## src/rtl/weight_mem_reader.sv

```systemverilog
// weight_mem_reader: sweeps the preloaded weight memory one row at a time,
// assembles each row into COLS lanes and offers it to the PE-array weight
// load port with a valid/ready handshake.
// Optional build macro WEIGHT_ROW_REVERSE_EN: rows are emitted ROWS-1 down to 0
// instead of 0 up to ROWS-1. Lane packing and column order are unchanged.

// One weight lane: loads the memory read data when its column is captured.
module weight_mem_reader_lane #(
    parameter int DATA_W = 5
) (
    input  logic              clk,
    input  logic              rst,
    input  logic              cap,
    input  logic [DATA_W-1:0] din,
    output logic [DATA_W-1:0] q
);
    // Hold the lane value until this column is read again.
    always_ff @(posedge clk or negedge rst) begin
        if (!rst)     q <= '0;
        else if (cap) q <= din;
    end
endmodule

module weight_mem_reader #(
    parameter int ROWS   = 8,
    parameter int COLS   = 8,
    parameter int DATA_W = 5,
    parameter int ADDR_W = 6,
    localparam int RW    = (ROWS > 1) ? $clog2(ROWS) : 1,
    localparam int CW    = (COLS > 1) ? $clog2(COLS) : 1
) (
    input  logic                   clk,
    input  logic                   rst,
    input  logic                   start,
    input  logic                   preload_done,
    output logic                   mem_rd_en,
    output logic [ADDR_W-1:0]      mem_rd_addr,
    input  logic [DATA_W-1:0]      mem_rd_data,
    output logic                   row_valid,
    input  logic                   row_ready,
    output logic [COLS*DATA_W-1:0] row_data,
    output logic [RW-1:0]          row_idx,
    output logic                   busy,
    output logic                   done
);
    localparam logic [2:0] IDLE    = 3'd0;
    localparam logic [2:0] FETCH   = 3'd1;
    localparam logic [2:0] CAPTURE = 3'd2;
    localparam logic [2:0] PRESENT = 3'd3;
    localparam logic [2:0] DONE    = 3'd4;

    logic [2:0]    state;
    logic [RW-1:0] row;
    logic [CW-1:0] col;
    logic [RW-1:0] row_idx_q;
    logic          last_row;
    logic [RW-1:0] next_row;
    logic          cap_vld;    // a read was issued last cycle
    logic [CW-1:0] cap_lane;   // lane that read belongs to
    logic [COLS-1:0]             lane_cap;
    logic [COLS-1:0][DATA_W-1:0] lanes;

`ifdef WEIGHT_ROW_REVERSE_EN
    localparam logic [RW-1:0] FIRST_ROW = RW'(ROWS - 1);
    assign last_row = (row == '0);
    assign next_row = row - RW'(1);
`else
    localparam logic [RW-1:0] FIRST_ROW = '0;
    assign last_row = (row == RW'(ROWS - 1));
    assign next_row = row + RW'(1);
`endif

    assign mem_rd_en   = (state == FETCH);
    assign mem_rd_addr = mem_rd_en ? (ADDR_W'(row) * ADDR_W'(COLS) + ADDR_W'(col)) : '0;
    assign row_valid   = (state == PRESENT);
    assign busy        = (state != IDLE);
    assign done        = (state == DONE);
    assign row_idx     = row_idx_q;
    assign row_data    = lanes;

    // Sweep control: fetch a row, capture its last lane, present, advance.
    always_ff @(posedge clk or negedge rst) begin
        if (!rst) begin
            state     <= IDLE;
            row       <= '0;
            col       <= '0;
            row_idx_q <= '0;
        end else begin
            case (state)
                IDLE: if (start && preload_done) begin
                    state <= FETCH;
                    row   <= FIRST_ROW;
                    col   <= '0;
                end
                FETCH: begin
                    // col parks at COLS-1; it only wraps on a row change
                    if (col == CW'(COLS - 1)) state <= CAPTURE;
                    else                      col   <= col + CW'(1);
                end
                CAPTURE: begin
                    state     <= PRESENT;
                    row_idx_q <= row;
                end
                PRESENT: if (row_ready) begin
                    if (last_row) begin
                        state <= DONE;
                    end else begin
                        state <= FETCH;
                        row   <= next_row;
                        col   <= '0;
                    end
                end
                DONE:    state <= IDLE;
                default: state <= IDLE;
            endcase
        end
    end

    // Read data returns one cycle late; remember which lane it belongs to.
    always_ff @(posedge clk or negedge rst) begin
        if (!rst) begin
            cap_vld  <= 1'b0;
            cap_lane <= '0;
        end else begin
            cap_vld  <= mem_rd_en;
            cap_lane <= col;
        end
    end

    for (genvar i = 0; i < COLS; i++) begin : g_lane
        assign lane_cap[i] = cap_vld && (cap_lane == CW'(i));
        weight_mem_reader_lane #(.DATA_W(DATA_W)) u_lane (
            .clk (clk),
            .rst (rst),
            .cap (lane_cap[i]),
            .din (mem_rd_data),
            .q   (lanes[i])
        );
    end
endmodule

```

## config.mk

```make
export PLATFORM = sky130hd
export DESIGN_NAME = weight_mem_reader
export DESIGN_NICKNAME = d
export VERILOG_FILES = /design/src/rtl/weight_mem_reader.sv
export SDC_FILE = /design/constraint.sdc
export NUM_CORES = 1
export LEC_CHECK = 0
export CAP_MARGIN = 5
export CORE_MARGIN = 2
export CORE_UTILIZATION = 35
export DETAILED_ROUTE_END_ITERATION = 8
export GPL_ROUTABILITY_DRIVEN = 0
export HOLD_SLACK_MARGIN = 0.03
export PLACE_DENSITY_LB_ADDON = 0.08
export SLEW_MARGIN = 20
export SYNTH_ARGS = -nofsm -noshare
export SYNTH_HDL_FRONTEND = slang
export SYNTH_SLANG_ARGS = --single-unit
```

## constraint.sdc

```tcl
create_clock -name clk -period 1.74 [get_ports clk]
set_input_delay 0.348 -clock clk [delete_from_list [all_inputs] [get_ports clk]]
set_output_delay 0.348 -clock clk [all_outputs]
set_load 0.02 [all_outputs]
```

==> flow_metrics.tcl <==
set metrics [dict create \
    dp.cells 304 \
    syn2layout_area_growth_pct 37.93 \
    rows 29 \
    cts_buffers 5 \
    ys_top_cells_by_count "dfrtp_1 (56), mux2_2 (44), and2_1 (7)" \
    finalWirelength_um 4981 \
    yosysWarningCount 0 \
    grt_remaining_overflow 0 \
    r2r_slack_ns 0.12 \
    diodes 0 \
    startpoint "state[0]" \
    core_region_area_um2 6350 \
    crit_required_ns 1.39 \
    syn_area_um2 2306 \
    yosysTopAreaCellShare_pct 60.77 \
    cts_tree "built" \
    leakage_uw 0.001375 \
    avgSynthCellArea_um2 14.88 \
    drive_gt1_share_pct 35.90 \
    initial_utilization_pct 36.32 \
    fin_crit_ns 1.719 \
    synth.top_cells.by_area "dfrtp_1 (61%), mux2_2 (21%), ha_1 (2.2%)" \
    grt_pass1_vias 1576 \
    peakVddDrop_mv 0.8075 \
    nFillCells 555 \
    ios 63 \
    synthCells 155 \
    dr.pass1.iters 5 \
    min_path_type "in2async" \
    cap_viol_max_count 0 \
    grt_max_degree 57 \
    synth_top_area_cell "dfrtp_1" \
    clkTransAtPathRegs_ns 0.09 \
    cts-root-buf "clkbuf_8" \
    final_cells 311 \
    cts_setup_buffers 0 \
    antenna_found_initial 0 \
    dp_hpwl_um 3681 \
    drt-initial-drc-count 33 \
    relSlewSlack_pct 71.09 \
    finClkSkew_ns 0.006225 \
    criticalPathCategory "reg2out" \
    clock_sinks 56 \
    design_area_um2 3181 \
    post-route-period-util_pct 98.81 \
    dp_slack_ns -0.1142 \
    ys_ff_latch 56 \
    htreeDepth 2 \
    timing.final.ws_setup_ns 0.02065 \
    synth_seq_area_share_pct 60.77 \
    powerDensity_nw_per_um2 2077 \
    synth-edff-count 0 \
    fp.dieW_um 85.17 \
    crit_arrival_ns 1.37 \
    die_y_um 85.17 \
    finalHoldViolCount 0 \
    antenna_left 0 \
    cts_max_path_buffers 2 \
    setup-violations-final 0 \
    async_reset_ff_share_pct 100.0 \
    tightestPinTransition_ns 0.4313 \
    max_freq_ghz 0.5816 \
    nets 248 \
    final_max_slew_viol_count 0 \
    ys_types 28 \
    wire_per_inst_um 16.02 \
    status "finished clean" \
    via_count 1546 \
    yosysMostFrequentCell "dfrtp_1" \
    cp_max_fo 8 \
    place_area_um2 3114 \
    dieArea_um2 7254 \
    endpoint_kind "primary output" \
    r2r-start "row[0]" \
    multi_input_comb_area_um2 912.1 \
    seq_area_um2 1401 \
    drc_errors 0 \
    grt_pass1_wl_um 7935 \
    vias_per_cell 4.971 \
    track_usage_pct 13.94 \
    synth_ff_type "dfrtp_1" \
    clk_latency_ns 0.30 \
    synth_nets 169 \
    numPortBuffers 62 \
    rsz0062_at_grt "true" \
    cp-start-kind "register" \
]
[critical path, cell delays in order, from the launching register on]
cell	delay, ns
dfrtp_1	0.42
buf_4	0.18
nor2b_2	0.16
and2_1	0.16
buf_2	0.15
[final timing paths]
check / to / cells past startpoint
hold reg to reg: cap_lane[2] / 0
hold / removal: g_lane[5].u_lane.q[3] / 2
setup reg to reg: col[2] / 5
setup / recovery: row_valid / 4
min in group clk: cap_lane[2] / 0
max in group asynchronous: state[2] / 2
[layout make-up]
cell class                      count  share of cell area (%)
Inverter                            2                  0.2360
Clock inverter                      1                  0.1574
Sequential cell                    56                   44.06
Timing Repair Buffer               74                   21.56
Tap cell                           77                   3.029
Multi-Input combinational cell     95                   28.68
Clock buffer                        6                   2.282
[placed cells by master, fill, tap and decap left out, drive strengths merged, types with 4 or more instances in the layout]
cell type | Yosys | routed
and2 | 8 | 8
buf | 1 | 22
clkbuf | 1 | 7
nor3 | 4 | 4
nand4b | 4 | 4
clkdlybuf4s50 | 0 | 51
dfrtp | 56 | 56
nor2 | 4 | 4
mux2 | 44 | 44
ha | 4 | 4
[per-stage QoR]
stage	setup TNS, ns	hold WS, ns	util, %	power [uW]
floorplan	0	0.05241	-	4312
global placement	-0.6166	0.3652	49.04	5936
detailed placement	-0.7115	0.3675	49.04	6067
CTS	0	0.04205	49.81	6650
global route	-0.1204	0.05007	50.09	6997
finish	0	0.03962	50.09	6606
[power by group]
part           switching, uW  internal, uW
Clock                    367           274
Combinational           1620          1950
Sequential               455          1940
[state kept, by name, summed over array words and instances (netlist names)]
name / count
col: 3
state: 3
cap_lane: 3
row_idx: 3
row: 3
g_lane.u_lane.q: 40
cap_vld: 1
[cell families after synthesis]
family / after synthesis / synth area share, %
adders and majority gates: 4 / 2.170
buffers and inverters: 4 / 0.7051
DFF: 56 / 60.77
and+or+nand+nor: 37 / 11.39
muxes: 44 / 21.49
AOI/OAI and AO/OA: 10 / 3.473
[what timing repair did]
| item | in CTS | in global routing |
|---|---|---|
| hold buffers | 0 | 0 |
| setup endpoints to repair | 10 | 9 |
| gates resized for setup | 40 | 11 |
[layer usage]
metal / global-route usage, % / share of wire (%) / vias to the layer above
li1: - / - / 716
met1: 16.28 / 39 / 790
met2: 25.78 / 56 / 36
met3: 3.113 / 4.1 / 4
met4: 3.463 / 0.74 / 0
met5: 0 / 0 / -
(Power assumes the default switching activity.)
